===== src/rtl/common.sv =====
// Shared fetch types and constants: word/instruction types, fetch FSM states, reset/exception vectors.
package common;

   typedef logic [31:0] word_t;
   typedef logic [31:0] instr_t;

   typedef enum logic [1:0] {
      FETCH = 2'd0,
      HOLD  = 2'd1,
      DRAIN = 2'd2
   } fetch_state_t;

   localparam word_t BOOT_PC_DEFAULT = 32'h0000_1000;
   localparam word_t EXC_PC_DEFAULT  = 32'h0000_2000;

   function automatic word_t word_align(input word_t a);
      return {a[31:2], 2'b00};
   endfunction

endpackage


===== src/rtl/fetch_perf.sv =====
// Fetch performance counters: instructions accepted by decode, cycles spent waiting on the icache.
// Latency: counters update one edge after the event. Backpressure: none, observes only; wraps at 2^32.
module fetch_perf (
   input  logic        clk,
   input  logic        rst_n,
   input  logic        i_fetched,
   input  logic        i_miss,
   output logic [31:0] perf_fetched_o,
   output logic [31:0] perf_miss_cycles_o
);

   logic [31:0] r_fetched;
   logic [31:0] r_miss;

   always_ff @(posedge clk or negedge rst_n) begin
      if (!rst_n) begin
         r_fetched <= '0;
         r_miss    <= '0;
      end else begin
         if (i_fetched) r_fetched <= r_fetched + 32'd1;
         if (i_miss)    r_miss    <= r_miss + 32'd1;
      end
   end

   assign perf_fetched_o     = r_fetched;
   assign perf_miss_cycles_o = r_miss;

endmodule


===== src/rtl/fetch_unit.sv =====
// Instruction fetch: icache request FSM, one-entry skid buffer and fetch/decode register; FETCH_PERF_CNT_EN adds counters.
// Latency: one cycle from icache transfer to valid_o. Backpressure: stall_i freezes the output register, one extra fetch parks in the skid.
module fetch_unit
   import common::*;
#(
   parameter word_t BOOT_PC = BOOT_PC_DEFAULT,
   parameter word_t EXC_PC  = EXC_PC_DEFAULT
) (
   input  logic   clk,
   input  logic   rst_n,
   input  logic   stall_i,
   input  logic   redirect_valid_i,
   input  word_t  redirect_pc_i,
   input  logic   exc_valid_i,
   input  logic   iret_valid_i,
   input  word_t  iret_pc_i,
   output logic   ic_req_o,
   output word_t  ic_addr_o,
   input  logic   ic_ready_i,
   input  instr_t ic_data_i,
   output instr_t instr_o,
   output word_t  pc_o,
   output logic   valid_o
`ifdef FETCH_PERF_CNT_EN
   ,
   output logic [31:0] perf_fetched_o,
   output logic [31:0] perf_miss_cycles_o
`endif
);

   fetch_state_t r_state, w_state_nxt;
   word_t  r_pc, w_pc_nxt;
   word_t  r_drain_addr, w_drain_addr_nxt;
   word_t  r_skid_pc, w_skid_pc_nxt;
   instr_t r_skid_instr, w_skid_instr_nxt;
   word_t  r_pc_out, w_pc_out_nxt;
   instr_t r_instr, w_instr_nxt;
   logic   r_valid, w_valid_nxt;
   logic   w_flush;
   logic   w_xfer;
   word_t  w_target;

   // Request is gated by rst_n so it drops the moment reset asserts.
   assign ic_req_o  = rst_n && (r_state != HOLD);
   assign ic_addr_o = (r_state == DRAIN) ? r_drain_addr : r_pc;
   assign w_xfer    = ic_req_o && ic_ready_i;
   assign w_flush   = exc_valid_i || iret_valid_i || redirect_valid_i;

   always_comb begin
      w_target = word_align(redirect_pc_i);
      if (exc_valid_i)       w_target = EXC_PC;
      else if (iret_valid_i) w_target = word_align(iret_pc_i);
   end

   always_comb begin
      w_state_nxt      = r_state;
      w_pc_nxt         = r_pc;
      w_drain_addr_nxt = r_drain_addr;
      w_skid_pc_nxt    = r_skid_pc;
      w_skid_instr_nxt = r_skid_instr;
      w_pc_out_nxt     = r_pc_out;
      w_instr_nxt      = r_instr;
      w_valid_nxt      = r_valid;
      case (r_state)
         FETCH: begin
            if (w_flush) begin
               w_valid_nxt = 1'b0;
               w_pc_nxt    = w_target;
               // An unanswered request must still complete at its original address.
               if (!w_xfer) begin
                  w_state_nxt      = DRAIN;
                  w_drain_addr_nxt = r_pc;
               end
            end else if (w_xfer) begin
               w_pc_nxt = r_pc + 32'd4;
               if (stall_i) begin
                  w_skid_pc_nxt    = r_pc;
                  w_skid_instr_nxt = ic_data_i;
                  w_state_nxt      = HOLD;
               end else begin
                  w_pc_out_nxt = r_pc;
                  w_instr_nxt  = ic_data_i;
                  w_valid_nxt  = 1'b1;
               end
            end else if (!stall_i) begin
               w_valid_nxt = 1'b0;
            end
         end
         HOLD: begin
            if (w_flush) begin
               w_valid_nxt = 1'b0;
               w_pc_nxt    = w_target;
               w_state_nxt = FETCH;
            end else if (!stall_i) begin
               w_pc_out_nxt = r_skid_pc;
               w_instr_nxt  = r_skid_instr;
               w_valid_nxt  = 1'b1;
               w_state_nxt  = FETCH;
            end
         end
         DRAIN: begin
            if (w_flush) w_pc_nxt = w_target;
            if (w_xfer)  w_state_nxt = FETCH;
         end
         default: w_state_nxt = FETCH;
      endcase
   end

   always_ff @(posedge clk or negedge rst_n) begin
      if (!rst_n) begin
         r_state      <= FETCH;
         r_pc         <= BOOT_PC;
         r_drain_addr <= '0;
         r_skid_pc    <= '0;
         r_skid_instr <= '0;
         r_pc_out     <= '0;
         r_instr      <= '0;
         r_valid      <= 1'b0;
      end else begin
         r_state      <= w_state_nxt;
         r_pc         <= w_pc_nxt;
         r_drain_addr <= w_drain_addr_nxt;
         r_skid_pc    <= w_skid_pc_nxt;
         r_skid_instr <= w_skid_instr_nxt;
         r_pc_out     <= w_pc_out_nxt;
         r_instr      <= w_instr_nxt;
         r_valid      <= w_valid_nxt;
      end
   end

   assign instr_o = r_instr;
   assign pc_o    = r_pc_out;
   assign valid_o = r_valid;

`ifdef FETCH_PERF_CNT_EN
   fetch_perf u_fetch_perf (
      .clk                (clk),
      .rst_n              (rst_n),
      .i_fetched          (r_valid && !stall_i),
      .i_miss             (ic_req_o && !ic_ready_i),
      .perf_fetched_o     (perf_fetched_o),
      .perf_miss_cycles_o (perf_miss_cycles_o)
   );
`endif

endmodule


===== config.mk =====
export PLATFORM = sky130hd
export DESIGN_NAME = fetch_unit
export DESIGN_NICKNAME = d
export VERILOG_FILES = /design/src/rtl/common.sv /design/src/rtl/fetch_perf.sv /design/src/rtl/fetch_unit.sv
export SDC_FILE = /design/constraint.sdc
export NUM_CORES = 1
export LEC_CHECK = 0
export CORE_MARGIN = 8
export CORE_UTILIZATION = 45
export CTS_CLUSTER_SIZE = 8
export DETAILED_ROUTE_END_ITERATION = 6
export HOLD_SLACK_MARGIN = 0.02
export MAX_ROUTING_LAYER = met4
export PLACE_DENSITY_LB_ADDON = 0.3
export SLEW_MARGIN = 20
export SYNTH_ARGS = -nofsm -noshare
export SYNTH_HDL_FRONTEND = slang
export SYNTH_SLANG_ARGS = --single-unit

===== constraint.sdc =====
create_clock -name clk -period 3.4 [get_ports clk]
set_input_delay 0.68 -clock clk [delete_from_list [all_inputs] [get_ports clk]]
set_output_delay 0.68 -clock clk [all_outputs]
set_load 0.005 [all_outputs]

==> run_results.csv, run 1 <==
group,metric,value,unit
cells_and_area,drive_gt1_frac,0.184,
logic_synthesis,synthTopCellsByArea,"dfrtp_1 50%, mux2_2 14%, mux2i_1 9.6%",
grt,use_met3,0.0411,
logic_synthesis,synth_area_per_cell,11.1,µm²
clock_network,cts_resized,0,
floorplan,ios,201,
logic_synthesis,yosysSeqAreaShare,0.501,
power,leakage,0.00507,µW
clock_network,htreeDepth,4,
grt,grt.total_usage,0.192,
power,p_per_area,740,mW/mm²
grt,met1_usage,0.259,
route,first_iter_violations,414,
power,power_frac_clock,0.225,
route,avgViaCountPerCell,5.48,
sta,hold_viol_final,0,
power,combPwrFrac,0.362,
cells_and_area,final_common_cell,"clkdlybuf4s50_1",
setup_path,reg2reg_slack,900,ps
cells_and_area,finalNonFillerCells,1289,
placed_design,gp_congestion,0.850,
sta,min_period,3170,ps
cells_and_area,fin_util,0.593,
route,route.vias.total,7063,
setup_path,crit_path_end_kind,"output port",
route,wire_per_inst,18.3,µm
clock_network,clockRootBuffer,"clkbuf_16",
sta,max_slew.worst_pin.slew,974,ps
cells_and_area,fillers,1756,
grt,grtUsageMet2,0.295,
setup_path,path_class,"flop to output port",
logic_synthesis,synth_mux_area_frac,0.241,
cells_and_area,syn_to_final_growth,28.8,%
grt,busiest_layer,"met2",
power,power_frac_seq,0.413,
power,swShare,0.322,
floorplan,initial_core_util,0.461,
clock_network,clk_path_buf_depth,2,
sta,rsz0062_at_grt,"no",
floorplan,die_width,160,µm
logic_synthesis,synth_top_family_by_area,"multiplexers",
logic_synthesis,synth_compound_area_frac,0.113,
logic_synthesis,synthCells,843,
logic_synthesis,ys.flop_type,"dfrtp_1",
status,status,"finished, final reports clean",
clock_network,cts_sinks,187,
grt,grt_max_degree,77,
placed_design,dp_hpwl,16600,µm
logic_synthesis,synth_area,0.00935,mm²
sta,whs,372,ps
power,p_int,6050,µW
sta,min_period_over_period,0.933,
power,ir_drop,0.394,mV
logic_synthesis,synth_edf_count,0,
logic_synthesis,synth-simple-area-share,0.0923,
clock_network,path_clk_slew,70,ps
placed_design,dp.cells,1257,
hold_path,worstHoldPathType,"input port to async pin",
logic_synthesis,yosysTopAreaCellShare,0.498,
floorplan,dieArea,0.0256,mm²
clock_network,clkLatencyLatePin,430,ps
logic_synthesis,synthXorXnorAreaFrac,0,
logic_synthesis,synthAdderAreaFrac,0.00535,
clock_network,cts-hold-fix-buffers,0,
clock_network,tritoncts,"yes",
cells_and_area,postLayoutCellArea,0.0120,mm²
sta,drv_slew,0,
grt,antenna_found_initial,0,
floorplan,rows,52,
grt,grt_pass1_vias,7308,
cells_and_area,fin_nets,1113,
logic_synthesis,yosysTopAreaCell,"dfrtp_1",
setup_path,cp.required,2720,ps
sta,fin_tns_setup,0,ps
grt,grt_overflow,0,
job,maxCapViolCount,0,
cells_and_area,diodes,0,
floorplan,core_area,0.0203,mm²
grt,grt_first_pass_wirelength,39100,µm
sta,timing.fmax,315,MHz
logic_synthesis,synth_cell_types,64,
logic_synthesis,ys_ff_latch,187,
logic_synthesis,yosys_warnings,0,
clock_network,numCtsBuffers,17,
clock_network,postCtsSetupRepairBufs,0,
setup_path,start_kind,"flop",
cells_and_area,final_cell_mix,"190 x clkdlybuf4s50_1, 186 x dfrtp_1, 116 x mux2_2",
sta,finalSetupViolCount,0,
route,drt-pass1-iter-count,5,
setup_path,arrival,2490,ps
route,drc,0,
logic_synthesis,synthArstFlopShare,1.00,
setup_path,critPathMaxFanout,15,
sta,clock-skew-final,8.65,ps
route,finalWirelength,23600,µm
placed_design,dpl_cell_area,0.0115,mm²
floorplan,die_y,160,µm
power,p_sw,2870,µW
sta,relSlewSlack,0.350,
placed_design,port_buffers,192,
route,ant_nets,0,
[flip-flops by register name (all words and copies together), names as in the netlist]
register and count:
r_state 2, r_pc 30, r_skid_pc 30, r_drain_addr 30, pc_o 30, instr_o 32
r_skid_instr 32, valid_o 1
[worst paths after layout]
path / startpoint / endpoint / cells past startpoint
min: rst_n / valid_o$_DFFE_PN0P_ / 2
min in group clk: instr_o[9]$_DFFE_PN0P_ / instr_o[9]$_DFFE_PN0P_ / 2
min reg2reg: instr_o[9]$_DFFE_PN0P_ / instr_o[9]$_DFFE_PN0P_ / 2
max in group asynchronous: rst_n / pc_o[12]$_DFFE_PN0P_ / 3
max reg2reg: r_state[0]$_DFFE_PN0P_ / r_pc[28]$_DFFE_PN0P_ / 7
max: r_state[0]$_DFFE_PN0P_ / ic_addr_o[20] / 5
[synthesized netlist by cell type, drive strengths merged, types with 4 or more instances]
cell type and number:
nor3 14, o21ai 99, a31oi 6, mux2 120
inv 5, nand4 7, nand3 12, nand2 98
o22ai 4, ha 4, buf 38, o211ai 5
o22a 6, nor2 24, or3 5, a21oi 33
dfrtp 186, mux2i 90, clkbuf 36
[worst max-delay path: stages (launching register included)]
cell	delay, ps
dfrtp_1	430
inv_1	110
ha_2	390
buf_4	300
mux2_2	370
clkdlybuf4s50_1	450
[through the flow]
| stage | setup WS, ps | total power (µW) |
|---|---|---|
| after global placement | 520 | 6870 |
| final | 228 | 8910 |
| after floorplan | 1030 | 5290 |
| after detailed placement | 511 | 6980 |
| after CTS | 204 | 9020 |
| after global routing | 143 | 9510 |
[area by class of cell]
| cell class | count | area, µm² | area share |
|---|---|---|---|
| clock inverters | 13 | 156 | 0.0130 |
| clock buffers | 19 | 433 | 0.0359 |
| inverters | 5 | 18.8 | 0.00156 |
| well taps | 270 | 338 | 0.0280 |
| repair buffers | 215 | 2140 | 0.178 |
| flip-flops and latches | 187 | 4680 | 0.389 |
| multi-input cells | 580 | 4270 | 0.355 |
[cell families after synthesis]
family                   after synthesis
buffers and inverters                 79
other                                  1
flip-flops                           187
AO/OA/AOI/OAI                        181
AND/OR/NAND/NOR                      181
multiplexers                         210
adder cells (fa/ha/maj)                4
[metal layers]
metal  up-vias  share of wire
met5         -              0
met4         0         0.0071
met3        15          0.057
met2       261           0.46
met1      3450           0.48
li1       3337              -
[power by group through the flow]
stage	sequential, µW	combinational (µW)	clock, µW
global route	3810	3540	2150
global placement	3670	3200	0
detailed placement	3720	3260	0
floorplan	3450	1840	0
CTS	3680	3280	2060
finish	3680	3230	2010
(Power assumes the default switching activity.)
==> run 2: changes to the inputs <==
==> constraint.sdc (replaced) <==
create_clock -name clk -period 3.4 [get_ports clk]
set_input_delay 0.85 -clock clk [delete_from_list [all_inputs] [get_ports clk]]
set_output_delay 0.85 -clock clk [all_outputs]
set_load 0.005 [all_outputs]
==> run 2 against run 1 <==
- sequential power about the same
- critical path depth is 1 lower
- clock skew rose by 0.57 ps
- register-to-register slack worse by 160 ps
- setup slack improved by 28 ps
- maximum frequency rose by 0.89%
- hold slack improved by 36 ps
- design area shrank 0.32%
- sequential share of layout area increased by 0.13 points
- final cell count down 0.16%
- clock power decreased by 5%
- sequential cell count did not move
- critical path type unchanged
- largest cell class unchanged
==> run_results.csv, run 2 (synthesized netlist as in run 1, its figures left out) <==
group,metric,value,unit
sta,finalSetupViolCount,0,
clock_network,cts-hold-fix-buffers,0,
setup_path,reg2reg_slack,740,ps
sta,min_period_over_period,0.925,
grt,grt_overflow,0,
sta,fin_tns_setup,0,ps
sta,clock-skew-final,9.22,ps
route,avgViaCountPerCell,5.46,
cells_and_area,diodes,0,
sta,drv_slew,0,
cells_and_area,fillers,1761,
setup_path,crit_path_end_kind,"output port",
setup_path,timing.rr.start,"r_state[1]$_DFFE_PN0P_",
setup_path,r2r_cells,7,
status,status,"finished, final reports clean",
sta,timing.fmax,318,MHz
sta,rsz0062_at_grt,"no",
route,first_iter_violations,488,
cells_and_area,final_cell_mix,"190 x clkdlybuf4s50_1, 186 x dfrtp_1, 116 x mux2_2",
floorplan,initial_core_util,0.461,
cells_and_area,fin_nets,1111,
setup_path,cp_cell_sequence,"inv_1 > ha_4 > nor2b_1 > clkdlybuf4s50_1",
clock_network,path_clk_slew,70,ps
route,drt-pass1-iter-count,5,
sta,hold_viol_final,0,
grt,antenna_found_initial,0,
setup_path,crit_path_max_incr_delay,600,ps
clock_network,htreeDepth,4,
clock_network,clkLatencyLatePin,430,ps
cells_and_area,final_common_cell,"clkdlybuf4s50_1",
job,maxCapViolCount,0,
route,ant_nets,0,
cells_and_area,syn_to_final_growth,28.4,%
clock_network,numCtsBuffers,17,
clock_network,clk_path_buf_depth,2,
setup_path,cp.depth,4,
cells_and_area,finalNonFillerCells,1287,
placed_design,dp.cells,1255,
setup_path,arrival,2290,ps
setup_path,crit_slowest_cell,"clkdlybuf4s50_1",
grt,grt_pass1_vias,7233,
floorplan,dieArea,0.0256,mm²
grt,grt.total_usage,0.193,
setup_path,r2r-end,"r_skid_pc[8]$_DFFE_PN0P_",
placed_design,gp_congestion,0.851,
power,ir_drop,0.333,mV
placed_design,dp_hpwl,16400,µm
setup_path,cp.required,2550,ps
setup_path,crit_buf_inv,2,
clock_network,tritoncts,"yes",
setup_path,path_class,"flop to output port",
floorplan,ios,201,
route,drc,0,
clock_network,postCtsSetupRepairBufs,0,
floorplan,rows,52,
grt,grt_max_degree,174,
power,leakage,0.00505,µW
setup_path,start_kind,"flop",
power,p_per_area,734,mW/mm²
grt,grt_first_pass_wirelength,39000,µm
floorplan,core_area,0.0203,mm²
sta,whs,408,ps
floorplan,die_y,160,µm
setup_path,critPathTopFamily,"buffers and inverters",
setup_path,critPathMaxFanout,24,
route,finalWirelength,23700,µm
hold_path,worstHoldPathType,"input port to async pin",
clock_network,clockRootBuffer,"clkbuf_16",
floorplan,die_width,160,µm
sta,max_slew.worst_pin.slew,1050,ps
clock_network,cts_resized,0,
clock_network,cts_sinks,187,
route,route.vias.total,7023,
sta,min_period,3140,ps
sta,relSlewSlack,0.299,
placed_design,port_buffers,192,
route,wire_per_inst,18.4,µm
cells_and_area,drive_gt1_frac,0.183,
## run 2: cell types whose count changed in the layout (fill, tap and decap cells not counted), sizes merged
cell | previous run | this run
buf | 24 | 22
bufinv | 2 | 0
clkbuf | 20 | 19
clkinvlp | 4 | 3
clkinv | 1 | 6
inv | 11 | 10
## run 2: area by class of cell
type	count	area [µm²]	area share
flip-flops and latches	187	4680	0.390
repair buffers	213	2130	0.177
clock buffers	18	429	0.0357
well taps	270	338	0.0281
multi-input cells	580	4270	0.356
clock inverters	14	136	0.0114
inverters	5	18.8	0.00156
## run 2: how the worst max path moves through the flow
stage / from / end / slack, ps
detailed placement: exc_valid_i / r_skid_pc[8]$_DFFE_PN0P_ / 290
CTS: r_state[0]$_DFFE_PN0P_ / ic_addr_o[16] / 220
floorplan: exc_valid_i / r_skid_instr[0]$_DFFE_PN0P_ / 860
global route: r_state[1]$_DFFE_PN0P_ / ic_req_o / 100
global placement: redirect_valid_i / r_pc[22]$_DFFE_PN0P_ / 310
finish: r_state[1]$_DFFE_PN0P_ / ic_req_o / 260
## run 2: through the flow
step | power [µW] | setup WS (ps) | utilization | instance area, µm²
5_1_grt | 9420 | 95.9 | 0.591 | 12000
3_5_place_dp | 7000 | 291 | 0.564 | 11400
2_1_floorplan | 5290 | 862 | - | 9360
4_1_cts | 8940 | 221 | 0.591 | 12000
3_3_place_gp | 6870 | 314 | 0.564 | 11400
6_report | 8820 | 257 | 0.591 | 12000
## run 2: per-layer routing
layer	vias up	wire length, µm	track usage
li1	3334	-	-
met1	3427	11300	0.259
met4	0	314	0.0531
met5	-	0	-
met2	238	10800	0.292
met3	24	1290	0.0378
## run 2: power breakdown
part           leakage [µW]  internal [µW]  switching (µW)
Sequential          0.00245           3010             657
Clock              0.000267            970             943
Combinational       0.00233           1930            1300
==> run 3: changes to the inputs <==
--- a/config.mk
+++ b/config.mk
@@ -12,7 +12,7 @@
 export HOLD_SLACK_MARGIN = 0.02
 export MAX_ROUTING_LAYER = met4
 export PLACE_DENSITY_LB_ADDON = 0.3
-export SLEW_MARGIN = 20
+export SLEW_MARGIN = 10
 export SYNTH_ARGS = -nofsm -noshare
 export SYNTH_HDL_FRONTEND = slang
 export SYNTH_SLANG_ARGS = --single-unit
==> results of run 3 <==
Same layout as run 2: the final DEF is identical, and so are final timing and power.
